`src/rtl/seg_pkg.sv`:
```
// Shared constants, page-mode type and active-low hex font
// for the board's 8-digit 7-segment display.
package seg_pkg;

    localparam logic [6:0] SEG_BLANK = 7'h7F;
    localparam logic [7:0] AN_OFF    = 8'hFF;

    typedef enum logic {
        MANUAL = 1'b0,
        AUTO   = 1'b1
    } page_state_t;

    // Cathode pattern {g,f,e,d,c,b,a}, 0 = segment lit.
    function automatic logic [6:0] hex7(input logic [3:0] nib);
        logic [6:0] code;
        case (nib)
            4'h0: code = 7'h40;
            4'h1: code = 7'h79;
            4'h2: code = 7'h24;
            4'h3: code = 7'h30;
            4'h4: code = 7'h19;
            4'h5: code = 7'h12;
            4'h6: code = 7'h02;
            4'h7: code = 7'h78;
            4'h8: code = 7'h00;
            4'h9: code = 7'h10;
            4'hA: code = 7'h08;
            4'hB: code = 7'h03;
            4'hC: code = 7'h46;
            4'hD: code = 7'h21;
            4'hE: code = 7'h06;
            default: code = 7'h0E;
        endcase
        return code;
    endfunction

endpackage

```
`src/rtl/seg_hex_decode.sv`:
```
// Combinational nibble to active-low 7-segment code.
module seg_hex_decode
    import seg_pkg::*;
(
    input  logic [3:0] nibble,
    output logic [6:0] seg
);

    always_comb begin
        seg = hex7(nibble);
    end

endmodule

```
`src/rtl/seg_display_sched.sv`:
```
// Snapshot capture, page selection (manual/auto) and digit scanning
// for the shared 8-digit 7-segment display.
module seg_display_sched
    import seg_pkg::*;
#(
    parameter int NUM_SRC  = 3,
    parameter int SCAN_DIV = 25000,
    parameter int PAGE_DIV = 50000000,
    localparam int PAGE_W  = (NUM_SRC > 1) ? $clog2(NUM_SRC) : 1
) (
    input  logic                    CLK,
    input  logic                    RST,
    input  logic [32*NUM_SRC-1:0]   src_data,
    input  logic [NUM_SRC-1:0]      src_valid,
    input  logic                    freeze,
    input  logic                    auto_en,
    input  logic                    btn_next,
    output logic [PAGE_W-1:0]       page,
    output logic [6:0]              SEG,
    output logic [7:0]              AN
);

    localparam int SCAN_W = (SCAN_DIV > 1) ? $clog2(SCAN_DIV) : 1;
    localparam int PCNT_W = (PAGE_DIV > 1) ? $clog2(PAGE_DIV) : 1;
    localparam logic [SCAN_W-1:0] SCAN_LAST = SCAN_W'(SCAN_DIV - 1);
    localparam logic [PCNT_W-1:0] PAGE_LAST = PCNT_W'(PAGE_DIV - 1);
    localparam logic [PAGE_W-1:0] PAGE_MAX  = PAGE_W'(NUM_SRC - 1);

    if (NUM_SRC < 1 || NUM_SRC > 8) begin : g_bad_num_src
        $error("seg_display_sched: NUM_SRC must be in 1..8");
    end
    if (SCAN_DIV < 2) begin : g_bad_scan_div
        $error("seg_display_sched: SCAN_DIV must be >= 2");
    end
    if (PAGE_DIV < 2) begin : g_bad_page_div
        $error("seg_display_sched: PAGE_DIV must be >= 2");
    end

    logic [31:0]       snap_reg [NUM_SRC];
    logic [SCAN_W-1:0] scan_cnt_reg;
    logic [2:0]        digit_reg;
    logic [PCNT_W-1:0] page_cnt_reg;
    logic [PAGE_W-1:0] page_reg;
    page_state_t       state_reg;
    logic [6:0]        seg_reg;
    logic [7:0]        an_reg;

    logic [31:0]       page_word;
    logic [3:0]        nib [8];
    logic [3:0]        cur_nib;
    logic [6:0]        seg_code;
    logic [PAGE_W-1:0] page_adv;
    page_state_t       state_next;

    // Snapshot registers
    always_ff @(posedge CLK) begin
        if (!RST) begin
            for (int i = 0; i < NUM_SRC; i++) begin
                snap_reg[i] <= '0;
            end
        end else begin
            for (int i = 0; i < NUM_SRC; i++) begin
                if (src_valid[i] && !freeze) begin
                    snap_reg[i] <= src_data[32*i +: 32];
                end
            end
        end
    end

    // Mux by comparison so a page value beyond NUM_SRC-1 can never index out of range.
    always_comb begin
        page_word = '0;
        for (int i = 0; i < NUM_SRC; i++) begin
            if (page_reg == PAGE_W'(i)) begin
                page_word = snap_reg[i];
            end
        end
    end

    for (genvar gi = 0; gi < 8; gi++) begin : g_nib
        assign nib[gi] = page_word[4*gi +: 4];
    end

    assign cur_nib = nib[digit_reg];

    seg_hex_decode u_hex_decode (
        .nibble (cur_nib),
        .seg    (seg_code)
    );

    always_ff @(posedge CLK) begin
        if (!RST) begin
            scan_cnt_reg <= '0;
            digit_reg    <= '0;
        end else if (scan_cnt_reg == SCAN_LAST) begin
            scan_cnt_reg <= '0;
            digit_reg    <= digit_reg + 3'd1;
        end else begin
            scan_cnt_reg <= scan_cnt_reg + SCAN_W'(1);
        end
    end

    // First cycle of every slot is dark so the previous digit does not ghost.
    always_ff @(posedge CLK) begin
        if (!RST) begin
            seg_reg <= SEG_BLANK;
            an_reg  <= AN_OFF;
        end else if (scan_cnt_reg == '0) begin
            seg_reg <= SEG_BLANK;
            an_reg  <= AN_OFF;
        end else begin
            seg_reg <= seg_code;
            an_reg  <= ~(8'b1 << digit_reg);
        end
    end

    assign page_adv   = (page_reg == PAGE_MAX) ? '0 : page_reg + PAGE_W'(1);
    assign state_next = auto_en ? AUTO : MANUAL;

    always_ff @(posedge CLK) begin
        if (!RST) begin
            state_reg    <= MANUAL;
            page_reg     <= '0;
            page_cnt_reg <= '0;
        end else begin
            state_reg <= state_next;
            if (state_next != state_reg) begin
                page_cnt_reg <= '0;
            end else begin
                case (state_reg)
                    MANUAL: begin
                        page_cnt_reg <= '0;
                        if (btn_next) begin
                            page_reg <= page_adv;
                        end
                    end
                    AUTO: begin
                        // A button press on the terminal count still yields a single advance.
                        if (btn_next || page_cnt_reg == PAGE_LAST) begin
                            page_reg     <= page_adv;
                            page_cnt_reg <= '0;
                        end else begin
                            page_cnt_reg <= page_cnt_reg + PCNT_W'(1);
                        end
                    end
                    default: page_cnt_reg <= '0;
                endcase
            end
        end
    end

    assign page = page_reg;
    assign SEG  = seg_reg;
    assign AN   = an_reg;

endmodule

```
`config.mk`:
```
export PLATFORM = sky130hd
export DESIGN_NAME = seg_display_sched
export DESIGN_NICKNAME = d
export VERILOG_FILES = /design/src/rtl/seg_pkg.sv /design/src/rtl/seg_hex_decode.sv /design/src/rtl/seg_display_sched.sv
export SDC_FILE = /design/constraint.sdc
export NUM_CORES = 1
export LEC_CHECK = 0
export CAP_MARGIN = 5
export CORE_ASPECT_RATIO = 1.75
export CORE_MARGIN = 2
export CORE_UTILIZATION = 42
export DETAILED_ROUTE_END_ITERATION = 7
export PLACE_DENSITY = 0.77
export SLEW_MARGIN = 20
export SYNTH_ARGS = -nofsm -noshare
export SYNTH_HDL_FRONTEND = slang
export SYNTH_HIERARCHICAL = 1
export SYNTH_SLANG_ARGS = --single-unit
```
`constraint.sdc`:
```
create_clock -name CLK -period 6.7 [get_ports CLK]
set_input_delay 1.005 -clock CLK [delete_from_list [all_inputs] [get_ports CLK]]
set_output_delay 1.005 -clock CLK [all_outputs]
set_load 0.005 [all_outputs]
```
==> results.cfg <==
[cts]
cts_root_buf = clkbuf_16
cts_num_sinks = 158
path_clk_slew_ns = 0.06
cts_resized = 0
cts_buffer_depth = 2
htreeDepth = 4
cts_setup_buffers = 0
clock_latency_ns = 0.43
tritoncts = built
numCtsBuffers = 17
cts_hold_buf = 0

[logic_synthesis]
synth_compound_area_frac = 0.06866
yosys.cell_types.count = 49
synth_xor_area_frac = 0.03331
yosys_warnings = 6
synthSimpleGateAreaFrac = 0.2113
yosysSeqAreaShare = 0.5602
synthArstFlopShare = 0
synth_seq_cells = 158
synth_nets = 757
yosysTopAreaCellShare = 0.3916
synth_cells = 637
synth_top_cell_by_area = edfxtp_1
synth_mux_area_frac = 0.06271
synth.cell_area_um2 = 7362
synthAdderAreaFrac = 0.02719
synth_edf_count = 96
netlist_top_cells_area = edfxtp_1, dfxtp_1, and2_1
syn_avg_cell_area_um2 = 11.56
synthFlopType = edfxtp_1
synth_top_family_by_area = simple AND/OR/NAND/NOR gates

[power_and_ir_drop]
max-vdd-ir-drop_uv = 129.3
p_leak_nw = 3.308
powerDensity_nw_per_um2 = 249.7

[worst_setup_path]
r2r_start = digit_reg[1]
cp_data_required_time_ns = 6.99
crit_end = SEG[3]
start_kind = flop
worstSetupEndpointType = flop
arrival_ns = 4.12
rrSetupSlack_ns = 2.87
crit_fanout = 20
timing.rr.end = SEG[3]
worst_r2r_path_depth = 9
crit_type = flop to flop
crit_path_start = digit_reg[1]

[grt]
antenna_found_initial = 0
overflow = 0
grt_pass1_wl_um = 25740
grt_pass1_vias = 5064
grt_max_degree = 97
grt_usage = 0.1786

[routing]
vias_per_cell = 5.197
drt_pass1_iterations = 5
dr.first_iter.drc_count = 241
dr_total_vias = 5140
wire_per_inst_um = 16.53
wl_um = 16350
drtAntennaViolNets = 0
drcViolationCount = 0

[place]
place_area_um2 = 8732
gp_congestion = 0.9065
portBuffers = 120
dp.final_hpwl_um = 11920

[timing]
max_slew_margin = 0.3071
tightest_slew_ns = 1.035
fmax_mhz = 260.9
period_needed_ns = 3.833
hold_viol = 0
setup_tns_ns = 0
clock-skew-final_ns = 0.02216
slew_viol_final = 0
setup_violations = 0
rsz0062_at_grt = no
fin_crit_sh = 0.5720

[floorplanning]
coreArea_um2 = 17300
dieHeight_um = 179.1
die_w_um = 104.1
num_rows = 64
num_io_pins = 121
start_util = 0.4256
die_area_um2 = 18650

[run]
timing.max_cap.violations = 0

[cells_and_area]
mostFrequentLayoutCell = clkdlybuf4s50_1
area_growth_pct = 26.80
antennaDiodeCount = 0
postLayoutCellArea_um2 = 9335
nNetsFinal = 865
drive_gt1_frac = 0.07784
most-common-layout-cells = clkdlybuf4s50_1, and2_1, edfxtp_1, dfxtp_1, nor2_1
largest_register_ffs = 96

[min_path]
min-delay-path-class = flop to flop

[outcome]
status = completed
[Yosys cell counts (2+ instances only)]
library cell / n
dfxtp_1: 62
a21oi_1: 10
and2_1: 103
xnor2_1: 22
o31ai_1: 5
nor2b_1: 2
nand3_1: 14
nor2_1: 38
nand4_1: 10
o21ai_0: 10
mux2_2: 8
buf_6: 4
mux2_1: 24
nand2b_1: 10
a21oi_2: 2
nor3_1: 17
and4_1: 5
and3_1: 2
buf_4: 2
or4_1: 8
inv_1: 22
clkbuf_1: 20
nand3b_1: 2
nor4_1: 12
or4_4: 3
or3_1: 9
nand2_1: 29
buf_2: 9
a221oi_1: 32
edfxtp_1: 96
mux2i_1: 6
or4b_1: 2
ha_1: 16
xor2_1: 6
[kinds of logic after synthesis]
kind of cell,count (synthesis)
XOR/XNOR,28
AND/OR/NAND/NOR,269
flip-flops,158
multiplexers,40
buffers and inverters,59
adder cells (fa/ha/maj),16
AO/OA/AOI/OAI,67
[worst max-delay path, stage by stage, from the launching register on]
cell and delay (ns):
dfxtp_1 0.80, clkinv_1 0.66, a221oi_1 0.43, nor3_1 0.09, or4_1 0.68, inv_1 0.19
ha_1 0.17, inv_1 0.05, mux4_1 0.48, nand2b_1 0.15
[through the flow]
| step | std cells | total power, mW | utilization | hold WS [ns] | setup slack [ns] |
|---|---|---|---|---|---|
| 2_1_floorplan | 637 | 1.268 | - | 0.4262 | 2.923 |
| 3_3_place_gp | 957 | 1.384 | 0.5048 | 0.4426 | 3.172 |
| 3_5_place_dp | 957 | 1.391 | 0.5048 | 0.4549 | 3.018 |
| 4_1_cts | 989 | 2.353 | 0.5394 | 0.4703 | 2.966 |
| 5_1_grt | 989 | 2.411 | 0.5397 | 0.5002 | 2.698 |
| 6_report | 989 | 2.331 | 0.5397 | 0.4680 | 2.867 |
[layout make-up]
cell class | count | area [um2]
clock buffer | 17 | 425.4
sequential | 158 | 4124
fill | 1488 | 7961
multi-input combinational | 420 | 2999
tap | 231 | 289.0
clock inverter | 15 | 172.7
timing repair buffer | 125 | 1239
inverter | 23 | 86.33
[where the power goes]
part / switching, mW / total (mW) / internal (mW) / leakage [nW]
clock: 0.431 / 0.963 / 0.533 / 0.292
combinational: 0.110 / 0.244 / 0.133 / 1.54
sequential: 0.0255 / 1.12 / 1.10 / 1.48
total: 0.567 / 2.33 / 1.76 / 3.31
[how the worst min path moves through the flow]
| stage | start | endpoint | slack (ns) | depth (start not counted) |
|---|---|---|---|---|
| final | page_cnt_reg[0] | page_cnt_reg[0] | 0.47 | 1 |
| after global routing | scan_cnt_reg[0] | scan_cnt_reg[0] | 0.50 | 1 |
| after CTS | page_cnt_reg[0] | page_cnt_reg[0] | 0.47 | 1 |
| after detailed placement | page_cnt_reg[0] | page_cnt_reg[0] | 0.45 | 1 |
| after global placement | page_cnt_reg[0] | page_cnt_reg[0] | 0.44 | 1 |
| after floorplan | page_cnt_reg[0] | page_cnt_reg[0] | 0.43 | 1 |
[layer usage]
| metal | track usage | routed length [um] | vias to the layer above |
|---|---|---|---|
| met5 | 0 | 0 | - |
| met1 | 0.1856 | 6034 | 2436 |
| li1 | - | - | 2529 |
| met2 | 0.3553 | 9371 | 154 |
| met3 | 0.02326 | 540 | 21 |
| met4 | 0.07601 | 399 | 0 |
Note: power is estimated with default switching activity, not from simulation.
